**src/rtl/cpu_pkg.sv**
```systemverilog
// Shared definitions for the accumulator core: run sequencer state encoding
// and the program counter geometry used by PC, PC_LUT and run_sequencer.
package cpu_pkg;

    typedef enum logic [2:0] {
        IDLE,
        CLEAR,
        RUN,
        STEP,
        DONE,
        ERR
    } seq_state_t;

    localparam int unsigned PC_WIDTH       = 12;
    localparam int unsigned END_PC_DEFAULT = 128;

endpackage

```
**src/rtl/sat_counter.sv**
```systemverilog
// Up-counter with synchronous clear that sticks at all-ones instead of wrapping.
module sat_counter #(
    parameter int unsigned W = 16
) (
    input  logic         clk,
    input  logic         reset,
    input  logic         clear,
    input  logic         inc,
    output logic [W-1:0] count
);

    always_ff @(posedge clk or negedge reset) begin
        if (!reset) begin
            count <= '0;
        end else if (clear) begin
            count <= '0;
        end else if (inc && (count != '1)) begin
            count <= count + 1'b1;
        end
    end

endmodule

```
**src/rtl/run_sequencer.sv**
```systemverilog
// Run controller for the accumulator core: start handshake, core reset window,
// continuous or single-step PC advance, end-of-program detection and watchdog.
module run_sequencer
    import cpu_pkg::*;
#(
    parameter int unsigned D       = PC_WIDTH,
    parameter int unsigned END_PC  = END_PC_DEFAULT,
    parameter int unsigned CLR_CYC = 2,
    parameter int unsigned CW      = 16,
    parameter int unsigned TIMEOUT = 4000
) (
    input  logic          clk,
    input  logic          reset,
    input  logic          req,
    input  logic          step_mode,
    input  logic          step,
    input  logic [D-1:0]  prog_ctr,
    output logic          core_rst,
    output logic          run_en,
    output logic          done,
    output logic          err,
    output logic [CW-1:0] cycles
);

    localparam int unsigned CLR_W = $clog2(CLR_CYC + 1);

    seq_state_t       state;
    logic             stepping;
    logic [CLR_W-1:0] clr_cnt;
    logic             end_hit;
    logic             wd_hit;
    logic             start;

    assign end_hit = (prog_ctr == D'(END_PC));
    assign wd_hit  = run_en && (cycles == CW'(TIMEOUT - 1));
    assign start   = (state == IDLE) && req;

    // A cycle that reaches the end address is not counted as an executed instruction.
    sat_counter #(
        .W(CW)
    ) u_cycles (
        .clk   (clk),
        .reset (reset),
        .clear (start),
        .inc   (run_en && !end_hit),
        .count (cycles)
    );

    always_ff @(posedge clk or negedge reset) begin
        if (!reset) begin
            state    <= IDLE;
            core_rst <= 1'b1;
            run_en   <= 1'b0;
            done     <= 1'b0;
            err      <= 1'b0;
            stepping <= 1'b0;
            clr_cnt  <= '0;
        end else begin
            case (state)
                IDLE: begin
                    core_rst <= 1'b1;
                    run_en   <= 1'b0;
                    done     <= 1'b0;
                    if (req) begin
                        state    <= CLEAR;
                        stepping <= step_mode;
                        err      <= 1'b0;
                        clr_cnt  <= CLR_W'(CLR_CYC - 1);
                    end
                end
                CLEAR: begin
                    if (clr_cnt == '0) begin
                        core_rst <= 1'b0;
                        state    <= stepping ? STEP : RUN;
                    end else begin
                        clr_cnt <= clr_cnt - 1'b1;
                    end
                end
                RUN, STEP: begin
                    // End of program wins over the watchdog on the same edge.
                    if (end_hit) begin
                        state  <= DONE;
                        run_en <= 1'b0;
                        done   <= 1'b1;
                    end else if (wd_hit) begin
                        state  <= ERR;
                        run_en <= 1'b0;
                        done   <= 1'b1;
                        err    <= 1'b1;
                    end else if (state == RUN) begin
                        run_en <= 1'b1;
                    end else begin
                        run_en <= !run_en && step;
                    end
                end
                DONE, ERR: begin
                    run_en <= 1'b0;
                    if (!req) begin
                        state    <= IDLE;
                        done     <= 1'b0;
                        core_rst <= 1'b1;
                    end
                end
                default: begin
                    state    <= IDLE;
                    core_rst <= 1'b1;
                    run_en   <= 1'b0;
                    done     <= 1'b0;
                end
            endcase
        end
    end

endmodule

```
**config.mk**
```make
export PLATFORM = sky130hd
export DESIGN_NAME = run_sequencer
export DESIGN_NICKNAME = d
export VERILOG_FILES = /design/src/rtl/cpu_pkg.sv /design/src/rtl/sat_counter.sv /design/src/rtl/run_sequencer.sv
export SDC_FILE = /design/constraint.sdc
export NUM_CORES = 1
export LEC_CHECK = 0
export ABC_AREA = 1
export BUFFER_PORTS_ARGS = -buffer_cell sky130_fd_sc_hd__buf_2
export CORE_ASPECT_RATIO = 0.8
export CORE_UTILIZATION = 40
export CTS_CLUSTER_DIAMETER = 100
export DETAILED_ROUTE_END_ITERATION = 7
export HOLD_SLACK_MARGIN = 0.03
export PLACE_DENSITY_LB_ADDON = 0.2
export SETUP_SLACK_MARGIN = 0.15
export SYNTH_ARGS = -nofsm -noshare
export SYNTH_HDL_FRONTEND = slang
export SYNTH_SLANG_ARGS = --single-unit
```
**constraint.sdc**
```tcl
create_clock -name clk -period 2.8 [get_ports clk]
set_input_delay 0.28 -clock clk [delete_from_list [all_inputs] [get_ports clk]]
set_output_delay 0.28 -clock clk [all_outputs]
set_load 0.01 [all_outputs]
```
### Yosys cells after proc, flatten, opt, wreduce, memory -nomap -nowiden

Cells that the tools add are included.

| cells by class | value |
|---|---|
| bitwise logic cells | 2 |
| equality and inequality tests | 15 |
| order comparisons | 0 |
| $mul | 0 |
| mux-type cells | 26 |
| divide/modulo/power cells | 0 |
| $add $sub $neg | 2 |
| shift-type cells | 0 |
| reduce and logical (&&, ||, !) cells | 20 |

Operators with widths:

| kind | number |
|---|---|
| 2-to-1 mux 16 bit | 2 |
| adder 16 x 1 -> 16 bit, second input constant | 1 |
| equality test 16 x 12 -> 1 bit, second input constant | 1 |
| != test 16 bit, second input constant | 1 |
| 2-to-1 mux 3 bit | 5 |
| equality test 12 x 8 -> 1 bit, second input constant | 1 |
| != test 2 bit, second input constant | 6 |
| one-hot mux 3 bit (4 select lines) | 1 |
| 2-to-1 mux 1 bit | 11 |
| AND reduction 3 bit | 3 |
| AND reduction 4 bit | 2 |
| equality test 3 x 2 -> 1 bit, second input constant | 2 |
| equality test 3 bit, second input constant | 2 |
| one-hot mux 1 bit (3 select lines) | 2 |
| nonzero test 2 bit | 3 |
| logical AND 1 bit | 5 |
| 2-to-1 mux 2 bit | 2 |
| one-hot mux 1 bit (2 select lines) | 2 |
| one-hot mux 2 bit (2 select lines) | 1 |
| OR reduction 2 bit | 2 |
| equality test 3 x 1 -> 1 bit, second input constant | 1 |
| zero test 3 bit | 1 |
| != test 3 bit, second input constant | 1 |
| zero test 1 bit | 2 |
| other kinds (4) | 5 |

| word-level totals | value |
|---|---|
| register bits after elaboration | 26 |
| memories | 0 |
| bits in read-only memories | 0 |
| bits of input ports | 17 |
| logic and storage cells | 73 |
| bits in latches | 0 |
| RAM bits | 0 |
| output and inout bits | 20 |

### Depth between registers and ports, before layout

| depth | value |
|---|---|
| depth in word-level cells | 6 |
| mapped depth | 9 |
| mapped depth without buffers | 9 |

### Cells and area by module

From an unflattened synthesis, not the netlist that was laid out.

| second synthesis, totals | value |
|---|---|
| cells, all modules | 234 |
| area total of the unflattened synthesis | 1,745.4 µm² |

Modules (own cells, without submodules):

| module | sequential area each (µm²) | area each (µm²) | cells an instance | times used |
|---|---|---|---|---|
| sat_counter | 400.4 | 1,037.2 | 144 | 1 |
| run_sequencer | 251.5 | 708.2 | 90 | 1 |

### Worst setup path after synthesis

No wires, ideal clock.

| path | value |
|---|---|
| path kind | register to register |
| start point | reg u_cycles.count[0] |
| end point | reg u_cycles.count[0] |
| clock period less this slack | 1.618 ns |
| path buffers | 1 |
| path slack | 1.182 ns |
| setup time | 0.118 ns |
| data required time | 2.682 ns |
| stages on the path, launching flop included | 10 |
| data arrival time | 1.500 ns |
| cell sequence | dfrtp_1 -> ha_1 -> nand3_2 -> nor3_2 -> nand2_2 -> nor2_1 -> nor2_2 -> buf_6 -> nand3b_1 -> nand2_1 |

| between the ends | value |
|---|---|
| cells in the longest elaborated chain, start to end | 3 |
| elaborated cells on any way between the ends | 6 |
| classes of those cells | add/sub (1); eq/ne (1); mux (2); reduce/logical (2) |

Ends and longest elaborated chain:

| item | RTL line | source |
|---|---|---|
| from (decl) | sat_counter.sv:9 | `output logic [W-1:0] count` |
| from (signal assigned) | sat_counter.sv:18 | `count <= count + 1'b1;` |
| adder 16 x 1 -> 16 bit / != test 16 bit (equally long branches) | sat_counter.sv:18, sat_counter.sv:17 |  |
| 2-to-1 mux 16 bit / logical AND 1 bit (equally long branches) | sat_counter.sv:17 | `end else if (inc && (count != '1)) begin` |
| 2-to-1 mux 16 bit / nonzero test 2 bit (equally long branches) | -- |  |

Parallel ways exist; a longest one is shown, timed or not. The select of a mux whose other input is x is not followed.
A chain may end at the register's enable or synchronous reset.

### Worst setup path in the final report

| path | value |
|---|---|
| start point | reg u_cycles.count[0] |
| end point | reg u_cycles.count[4] |

The elaborated chain is that of the path after synthesis.

==> results.py <==
metrics = {
    "drt": {
        "wl_met3_um": 240,
        "highest_layer": "met4",
        "viasPerCell": 4.611,
        "avgRoutedWirePerCell_um": 10.90,
        "num_vias": 1471,
        "dr_wl_met2_mm": 1.291,
        "drc": 0,
        "postRouteAntennaNets": 0,
        "dr.pass1.iters": 4,
        "wl_met1_mm": 1.919,
        "routed_wl_mm": 3.477,
        "drt_iter0_drc": 109,
    },
    "place": {
        "dp_hpwl_mm": 2.563,
        "portBuffers": 36,
        "gp_congestion": 0.8539,
        "pre_cts_ws_ps": 965.5,
        "dpl_cell_area_um2": 1854,
    },
    "clock_network": {
        "clockBufferDepth": 2,
        "cts_tree": "yes",
        "cts_setup_buffers": 0,
        "cts_hold_buf": 1,
        "clk_pin_slew_worst_paths_ps": 90,
        "clk_latency_ps": 270,
        "ctsHtreeMaxLevel": 1,
        "cts_resized": 0,
        "cts_buffers": 3,
        "cts-root-buf": "clkbuf_8",
        "cts.sink_count": 26,
    },
    "floorplanning": {
        "dieArea_um2": 4340,
        "die_w_um": 73.41,
        "io_pins": 37,
        "start_util_pct": 42.34,
        "fp-row-count": 20,
        "die_y_um": 59.13,
        "core_area_um2": 3854,
    },
    "power_and_ir_drop": {
        "pwr-share-seq_pct": 40.6,
        "clkPwrFrac_pct": 17.2,
        "p_sw_share_pct": 41.68,
        "power_density_nw_per_um2": 665.4,
        "switchingPower_uw": 529.5,
        "internal_power_uw": 741.0,
        "pwr-share-comb_pct": 42.1,
        "vdd_drop_max_v": 0.0003518,
        "p_leak_nw": 1.039,
    },
    "worst_setup_path": {
        "cpPeakStageDelay_ps": 480,
        "path_buf_inv": 0,
        "endpoint_kind": "flop",
        "worstPathRequired_ps": 3010,
        "worstRegToRegCells": 8,
        "startpoint_type": "flop",
        "path_max_fanout": 16,
        "worstReg2RegStart": "u_cycles.count[0]",
        "reg2reg_to": "u_cycles.count[4]",
        "crit_arrival_ps": 2070,
        "path_cells": "ha_1 -> nand3_2 -> nor3_2 -> nand2_2 -> nor2_1 -> nor2_2 -> nand3_1 -> nand2_1",
        "critPathTopFamily": "simple AND/OR/NAND/NOR gates",
        "worstSetupPathType": "flop to flop",
        "worst-r2r-setup-slack_ps": 940,
        "crit_path_top_delay_cell": "nor2_2",
    },
    "yosys": {
        "yosysTopAreaCell": "dfrtp_1",
        "synthFlopType": "dfrtp_1",
        "synth_area_leaders": "dfrtp_1 38%, nand2_1 15%, nand3_1 11%",
        "synth-seq-area-share_pct": 39.95,
        "syn_inst": 227,
        "yosysMostFrequentCell": "nand2_1",
        "syn_area_um2": 1632,
        "async_flop_share_pct": 100.0,
        "ys_types": 24,
        "netlist.area_leader.share_pct": 38.34,
        "avgSynthCellArea_um2": 7.188,
        "synth-edff-count": 0,
        "ys_seq_elements": 26,
        "synth_fp_nets": 246,
        "ys_warn_count": 0,
        "ys_top_cells_by_count": "65 x nand2_1, 35 x nand3_1, 30 x nor2_1",
    },
    "global_route": {
        "antenna_found_initial": 0,
        "grt_pass1_vias": 1208,
        "grt_start_max_net_pins": 27,
        "grt_first_pass_wirelength_mm": 5.796,
        "overflow": 0,
        "grt_usage_pct": 17.69,
    },
    "sta": {
        "tns_ps": 0,
        "fin_ws_ps": 940.1,
        "finalHoldWorstSlack_ps": 203.0,
        "final_hold_viol_count": 0,
        "worst_pin_slew_ps": 619.7,
        "max_freq_mhz": 537.7,
        "maxSlewHeadroom_pct": 58.64,
        "rsz0062_at_grt": "no",
        "fin_worst_skew_ps": 3.088,
        "finalCritPeriodShare_pct": 66.43,
        "fin_crit_ps": 1860,
        "setup_viol": 0,
        "slew_violations": 0,
    },
    "run_status": {
        "status": "finished, final reports clean",
    },
    "run": {
        "drv_cap": 0,
    },
    "min_path": {
        "hold_class": "input pin to flop",
        "hold_path.startpoint": "step_mode",
        "holdPathEnd": "stepping",
        "hold_depth": 3,
    },
    "layout": {
        "finalInstanceArea_um2": 1909,
        "area_growth_syn_to_layout_pct": 17.02,
        "diodes": 0,
        "nets": 284,
        "final_util_pct": 49.55,
        "final_layout_size_suffix_gt1_share_pct": 18.18,
    },
}
worst max path at each step:
stage	from	end	slack (ps)	depth (start not counted)
after floorplan	u_cycles.count[0]	u_cycles.count[0]	1180	9
final	u_cycles.count[0]	u_cycles.count[4]	940	8
after CTS	u_cycles.count[0]	u_cycles.count[2]	940	8
after global placement	u_cycles.count[0]	u_cycles.count[10]	1010	8
after detailed placement	u_cycles.count[0]	u_cycles.count[2]	970	8
after global routing	u_cycles.count[0]	u_cycles.count[6]	760	8
power by group through the flow:
| stage | Clock (mW) | Combinational, mW | Sequential [mW] |
|---|---|---|---|
| floorplan | 0 | 0.402 | 0.536 |
| global placement | 0 | 0.539 | 0.522 |
| detailed placement | 0 | 0.537 | 0.524 |
| CTS | 0.224 | 0.539 | 0.517 |
| global route | 0.243 | 0.630 | 0.528 |
| finish | 0.219 | 0.535 | 0.516 |
area by class of cell:
type / instances / area [um2]
Clock buffer: 4 / 45.04
Timing Repair Buffer: 38 / 197.7
Fill cell: 419 / 1944
Multi-Input combinational cell: 173 / 859.6
Tap cell: 55 / 68.82
Inverter: 23 / 86.33
Sequential cell: 26 / 651.9
sequential cells by signal (all words and copies together), names as in the netlist:
name	flops
u_cycles.count	16
state	3
stepping	1
done	1
err	1
core_rst	1
run_en	1
clr_cnt	2
kinds of logic (layout without fill, tap and decap cells):
logic type	Yosys count	after routing	share of synthesized area, %
DFF	26	26	39.95
AOI/OAI and AO/OA	13	13	5.061
adders and majority gates	2	2	1.533
and+or+nand+nor	145	145	39.11
xor gates and xnor gates	13	13	6.979
buffers and inverters	28	65	7.362
layer usage:
| layer | GRT usage, % | up-vias |
|---|---|---|
| met5 | 0 | - |
| met3 | 4.422 | 2 |
| met2 | 24.34 | 42 |
| met1 | 27.85 | 625 |
| li1 | - | 802 |
| met4 | 3.297 | 0 |
metrics by stage:
stage                     cells  power [mW]
final                       319       1.271
after global routing        319       1.400
after CTS                   319       1.280
after detailed placement    314       1.061
after global placement      314       1.061
after floorplan             227      0.9378
worst reg2reg max path: cells and delay by family (launching register included):
kind                       cells  cell delay (ps)
and+or+nand+nor                7             1080
DFF                            1              450
adders and majority gates      1              270
layout by cell type, fill, tap and decap left out, types with 3 or more instances in the layout:
| cell | count |
|---|---|
| nor2_1 | 30 |
| dfrtp_1 | 25 |
| inv_1 | 23 |
| buf_2 | 36 |
| o21ai_0 | 5 |
| a21oi_1 | 3 |
| nand3_1 | 35 |
| nand2_1 | 65 |
| clkbuf_8 | 3 |
| nand3b_1 | 5 |
| nand4_1 | 3 |
| xor2_1 | 13 |
(Power assumes the default switching activity.)
